`src/rtl/handshake_rx_mc.sv`:
```
// handshake_rx_mc: multi-channel four-phase req/ack receiver.
// Each channel's request is synchronised into clk, channels are granted one
// at a time in round-robin order, and the granted channel's word is emitted
// as a one-cycle dvalid pulse tagged with its channel index.
// Optional feature macro: HS_TIMEOUT_EN (abort a grant whose request never
// releases within TIMEOUT cycles and pulse err).
module handshake_rx_mc #(
  parameter int WIDTH       = 8,
  parameter int CH          = 4,
  parameter int SYNC_STAGES = 2,
  parameter int TIMEOUT     = 255
) (
  input  logic                          clk,
  input  logic                          rst_n,
  input  logic [CH-1:0]                 sreq,
  input  logic [CH*WIDTH-1:0]           sdata,
  input  logic                          dbusy,
  output logic [CH-1:0]                 dack,
  output logic                          dvalid,
  output logic [WIDTH-1:0]              dout,
  output logic [((CH>1)?$clog2(CH):1)-1:0] dch,
  output logic                          didle,
  output logic                          err
);

  localparam int CW = (CH > 1) ? $clog2(CH) : 1;
  localparam logic [CW:0]   CH_V    = (CW+1)'(CH);
  localparam logic [CW-1:0] LAST_CH = CW'(CH - 1);

  localparam logic [1:0] S_IDLE = 2'd0;
  localparam logic [1:0] S_ACK  = 2'd1;
  localparam logic [1:0] S_OUT  = 2'd2;

  // Illegal parameter combinations elaborate an obviously dead block so they
  // stand out in the hierarchy.
  if (CH < 2 || SYNC_STAGES < 2 || TIMEOUT < 1) begin : g_badParams
    logic w_badParams;
    assign w_badParams = 1'b1;
  end

  logic [CH-1:0]    r_sync [SYNC_STAGES];
  logic [CH-1:0]    w_dreq;
  logic [1:0]       r_state;
  logic [CW-1:0]    r_g;
  logic [CW-1:0]    r_ptr;
  logic [CW-1:0]    w_ptrNext;
  logic [WIDTH-1:0] r_word;
  logic [CH-1:0]    r_dack;
  logic             r_dvalid;
  logic [WIDTH-1:0] r_dout;
  logic [CW-1:0]    r_dch;
  logic             w_found;
  logic [CW-1:0]    w_sel;
  logic [CW:0]      w_idx;
  logic [WIDTH-1:0] w_selData;

`ifdef HS_TIMEOUT_EN
  localparam int TW = (TIMEOUT > 1) ? $clog2(TIMEOUT + 1) : 1;
  logic [TW-1:0] r_tcnt;
  logic          r_err;
`endif

  assign w_dreq = r_sync[SYNC_STAGES-1];

  // Request synchronisers: SYNC_STAGES flops per channel, reset to 0.
  always_ff @(posedge clk or negedge rst_n) begin
    if (!rst_n) begin
      for (int s = 0; s < SYNC_STAGES; s++) r_sync[s] <= '0;
    end else begin
      r_sync[0] <= sreq;
      for (int s = 1; s < SYNC_STAGES; s++) r_sync[s] <= r_sync[s-1];
    end
  end

  // Round-robin pick: first synchronised request at or after ptr, wrapping.
  always_comb begin
    w_found = 1'b0;
    w_sel   = '0;
    w_idx   = '0;
    for (int k = 0; k < CH; k++) begin
      w_idx = {1'b0, r_ptr} + (CW+1)'(k);
      if (w_idx >= CH_V) w_idx = w_idx - CH_V;
      if (!w_found && w_dreq[w_idx[CW-1:0]]) begin
        w_found = 1'b1;
        w_sel   = w_idx[CW-1:0];
      end
    end
  end

  // Data word of the channel about to be granted.
  always_comb begin
    w_selData = '0;
    for (int k = 0; k < CH; k++) begin
      if (w_sel == CW'(k)) w_selData = sdata[k*WIDTH +: WIDTH];
    end
  end

  assign w_ptrNext = (r_g == LAST_CH) ? '0 : r_g + 1'b1;

  // Grant FSM: IDLE picks a channel, ACK waits for its request to drop,
  // OUT retires the transfer and advances the round-robin pointer.
  always_ff @(posedge clk or negedge rst_n) begin
    if (!rst_n) begin
      r_state  <= S_IDLE;
      r_g      <= '0;
      r_ptr    <= '0;
      r_word   <= '0;
      r_dack   <= '0;
      r_dvalid <= 1'b0;
      r_dout   <= '0;
      r_dch    <= '0;
`ifdef HS_TIMEOUT_EN
      r_tcnt   <= '0;
      r_err    <= 1'b0;
`endif
    end else begin
      r_dvalid <= 1'b0;
`ifdef HS_TIMEOUT_EN
      r_err    <= 1'b0;
`endif
      case (r_state)
        S_IDLE: begin
          if (!dbusy && w_found) begin
            r_g           <= w_sel;
            r_dack[w_sel] <= 1'b1;
            r_word        <= w_selData;
            r_state       <= S_ACK;
`ifdef HS_TIMEOUT_EN
            r_tcnt        <= '0;
`endif
          end
        end
        S_ACK: begin
          if (!w_dreq[r_g]) begin
            r_dack   <= '0;
            r_dout   <= r_word;
            r_dch    <= r_g;
            r_dvalid <= 1'b1;
            r_state  <= S_OUT;
          end
`ifdef HS_TIMEOUT_EN
          else if (r_tcnt == TW'(TIMEOUT - 1)) begin
            r_dack  <= '0;
            r_err   <= 1'b1;
            r_ptr   <= w_ptrNext;
            r_state <= S_IDLE;
          end else begin
            r_tcnt <= r_tcnt + 1'b1;
          end
`endif
        end
        S_OUT: begin
          r_ptr   <= w_ptrNext;
          r_state <= S_IDLE;
        end
        default: r_state <= S_IDLE;
      endcase
    end
  end

  assign dack   = r_dack;
  assign dvalid = r_dvalid;
  assign dout   = r_dout;
  assign dch    = r_dch;
  assign didle  = (r_state == S_IDLE);
`ifdef HS_TIMEOUT_EN
  assign err    = r_err;
`else
  assign err    = 1'b0;
`endif

endmodule

```
`config.mk`:
```
export PLATFORM = sky130hd
export DESIGN_NAME = handshake_rx_mc
export DESIGN_NICKNAME = d
export VERILOG_FILES = /design/src/rtl/handshake_rx_mc.sv
export SDC_FILE = /design/constraint.sdc
export NUM_CORES = 1
export LEC_CHECK = 0
export CORE_MARGIN = 3
export CORE_UTILIZATION = 35
export CTS_CLUSTER_SIZE = 24
export DETAILED_ROUTE_END_ITERATION = 8
export GPL_TIMING_DRIVEN = 0
export PLACE_DENSITY = 0.65
export SKIP_LAST_GASP = 1
export SLEW_MARGIN = 20
export SYNTH_ARGS = -nofsm -noshare
export SYNTH_HDL_FRONTEND = slang
export SYNTH_SLANG_ARGS = --single-unit
```
`constraint.sdc`:
```
create_clock -name clk -period 2.58 [get_ports clk]
set_input_delay 0.516 -clock clk [delete_from_list [all_inputs] [get_ports clk]]
set_output_delay 0.516 -clock clk [all_outputs]
set_load 0.05 [all_outputs]
```
==> impl_metrics.yaml <==
timing:
  tightest_slew_ps: 828
  slew-limit-headroom_pct: 44.1
  slew_viol_final: 0
  rsz0062_at_grt: "no"
  hold_ws_ps: 28.5
  period_share_pct: 84.7
  setup_violations: 0
  period_needed_ps: 2190
  finClkSkew_ps: 5.96
  tns_ps: 0
  max_freq_ghz: 0.457
  hold_violations: 0
cts:
  cts-root-buf: "clkbuf_8"
  h-tree-depth: 2
  clk_pin_slew_ps: 80
  postCtsHoldBufs: 0
  post-cts-setup-buffers: 0
  cts_buffers: 5
  cts.repair.resized: 0
  cts_tree: "done"
  clk_path_buf_depth: 2
  clkLatencyLatePin_ps: 290
  clock_sinks: 37
final_layout:
  nets: 228
  syn2layout_area_growth_pct: 43.6
  multiInputGateArea_um2: 662
  drive_above_1_share_pct: 16.9
  seqCellArea_um2: 926
  fillers: 399
  antenna_cells: 0
floorplan:
  start_util_pct: 37.0
  die_w_um: 74.5
  dieArea_um2: 5560
  rows: 24
  dieHeight_um: 74.5
  core_um2: 4440
  io_pins: 56
logic_synthesis:
  synth_edf_count: 0
  synthFlopType: "dfrtp_1"
  syn-cell-area_um2: 1640
  syn_avg_cell_area_um2: 13.0
  synth.top_cell.area_share_pct: 56.3
  synthTopCellsByArea: "dfrtp_1, mux2i_1, mux2_2, mux2_4, o221ai_1"
  ys_types: 30
  synth_top_area_cell: "dfrtp_1"
  async_flop_share_pct: 100
  yosys-top-cells-count: "dfrtp_1, mux2i_1, nand2_1"
  syn-num-nets: 166
  ys_ff_latch: 37
  ys_seq_area_share_pct: 56.3
  yosysWarnings: 0
  yosysMostFrequentCell: "dfrtp_1"
  synthCells: 126
routing:
  wl_um: 3960
  drc: 0
  vias: 1238
  firstDrtPassIters: 4
  detail-route-antenna-nets: 0
  wl_per_cell_um: 16.4
  first_iter_violations: 85
  drt-vias-per-instance: 5.14
worst_setup_path:
  critical_path_required_ps: 2060
  cpMaxStageDelayCell: "clkdlybuf4s50_1"
  cp_max_fo: 6
  cp_top_family: "buffers and inverters"
  path_cells: "nor2_1 -> clkdlybuf4s50_1"
  cp-end-kind: "primary output"
  startpoint_type: "flip-flop"
  path_class: "flip-flop to primary output"
  path_depth: 2
  critPathArrivalTime_ps: 1670
  path_buf_inv: 1
  slowest_delay_ps: 810
  rr_worst_depth: 4
global_route:
  antenna_found_initial: 0
  grt_pass1_vias: 1319
  grt_max_degree: 35
  grt_overflow: 0
  grtUsageTotal_pct: 15.2
  grt_pass1_wl_um: 6350
flow_run:
  cap_viol_max_count: 0
power:
  p_leak_nw: 1.04
  irDropWorstVdd_mv: 0.737
  power_density_nw_per_um2: 1190
run_status:
  status: "finished clean"
place:
  hpwl_um: 2940
  gp_congestion: 0.714
  place.port_buffers: 54
worst_hold_path:
  hold_path_class: "input port to async pin"
where the power goes:
part | switching, mW | internal, mW | leakage, nW
Combinational | 0.803 | 0.625 | 0.533
Sequential | 0.159 | 0.800 | 0.457
Clock | 0.210 | 0.216 | 0.0512
Total | 1.17 | 1.64 | 1.04
metal layers:
layer,track usage (%),routed length [µm],part of all wire [%],vias to the layer above
met5,0,0,0,-
met4,4.74,51,1.3,0
met3,3.65,171,4.3,4
met2,25.2,2120,54,31
met1,19.8,1610,41,627
li1,-,-,-,576
cells in the final DEF (no fill, tap or decap), types with 2 or more instances in the layout:
master           Yosys  layout
nor3_1               2       2
mux2_4               5       5
a21oi_1              5       5
nand2b_1             2       2
o221ai_1             8       8
clkbuf_8             0       6
inv_1                4       4
mux2_2               7       7
clkdlybuf4s50_1      0      53
nor2_1               5       5
buf_2                3       4
nand2_1             12      12
dfrtp_1             37      37
mux2i_1             17      17
o21ba_2              2       2
worst reg2reg max path, delay by kind of cell (launching register included):
kind,cells,cell delay [ps]
DFF,1,450
muxes,2,890
buffers and inverters,1,200
and+or+nand+nor,1,380
sequential cells by signal, indices dropped and copies added, names as in the netlist:
name,count
dch,2
r_g,2
r_state,2
r_ptr,2
r_word,8
r_sync,4
dack,4
w_dreq,4
dvalid,1
dout,8
metrics by stage:
stage	instances	setup slack [ps]	util, %	total power [mW]	instance area, µm²
floorplan	126	713	-	1.94	1640
global placement	232	246	50.6	2.36	2250
detailed placement	233	391	51.0	2.41	2260
CTS	241	370	53.1	2.84	2360
global route	241	318	53.1	2.98	2360
finish	241	394	53.1	2.81	2360
kinds of logic after synthesis:
family                   Yosys count  share of synthesized area, %
flip-flops                        37                          56.3
multiplexers                      30                          21.1
AND/OR/NAND/NOR                   25                          7.69
AO/OA/AOI/OAI                     22                          10.5
buffers and inverters             10                          3.42
adder cells (fa/ha/maj)            1                         0.761
other                              1                         0.228
worst paths after layout:
check / from / endpoint / slack, ps
max: r_state[1] / didle / 390
min: rst_n / dout[1] / 30
max reg2reg: r_g[0] / dch[1] / 540
min reg2reg: r_sync[6] / w_dreq[2] / 350
max in group asynchronous: rst_n / r_sync[4] / 2160
min in group clk: r_sync[6] / w_dreq[2] / 350
cell type report:
cell class                      count  share of cell area [%]
Buffer                              6                    1.75
Inverter                            4                   0.636
Multi-Input combinational cell     79                    28.0
Tap cell                           52                    2.76
Timing Repair Buffer               55                    23.5
Sequential cell                    37                    39.2
Clock inverter                      2                   0.583
Clock buffer                        6                    3.50
No activity file was read; power rests on OpenSTA's default activity.
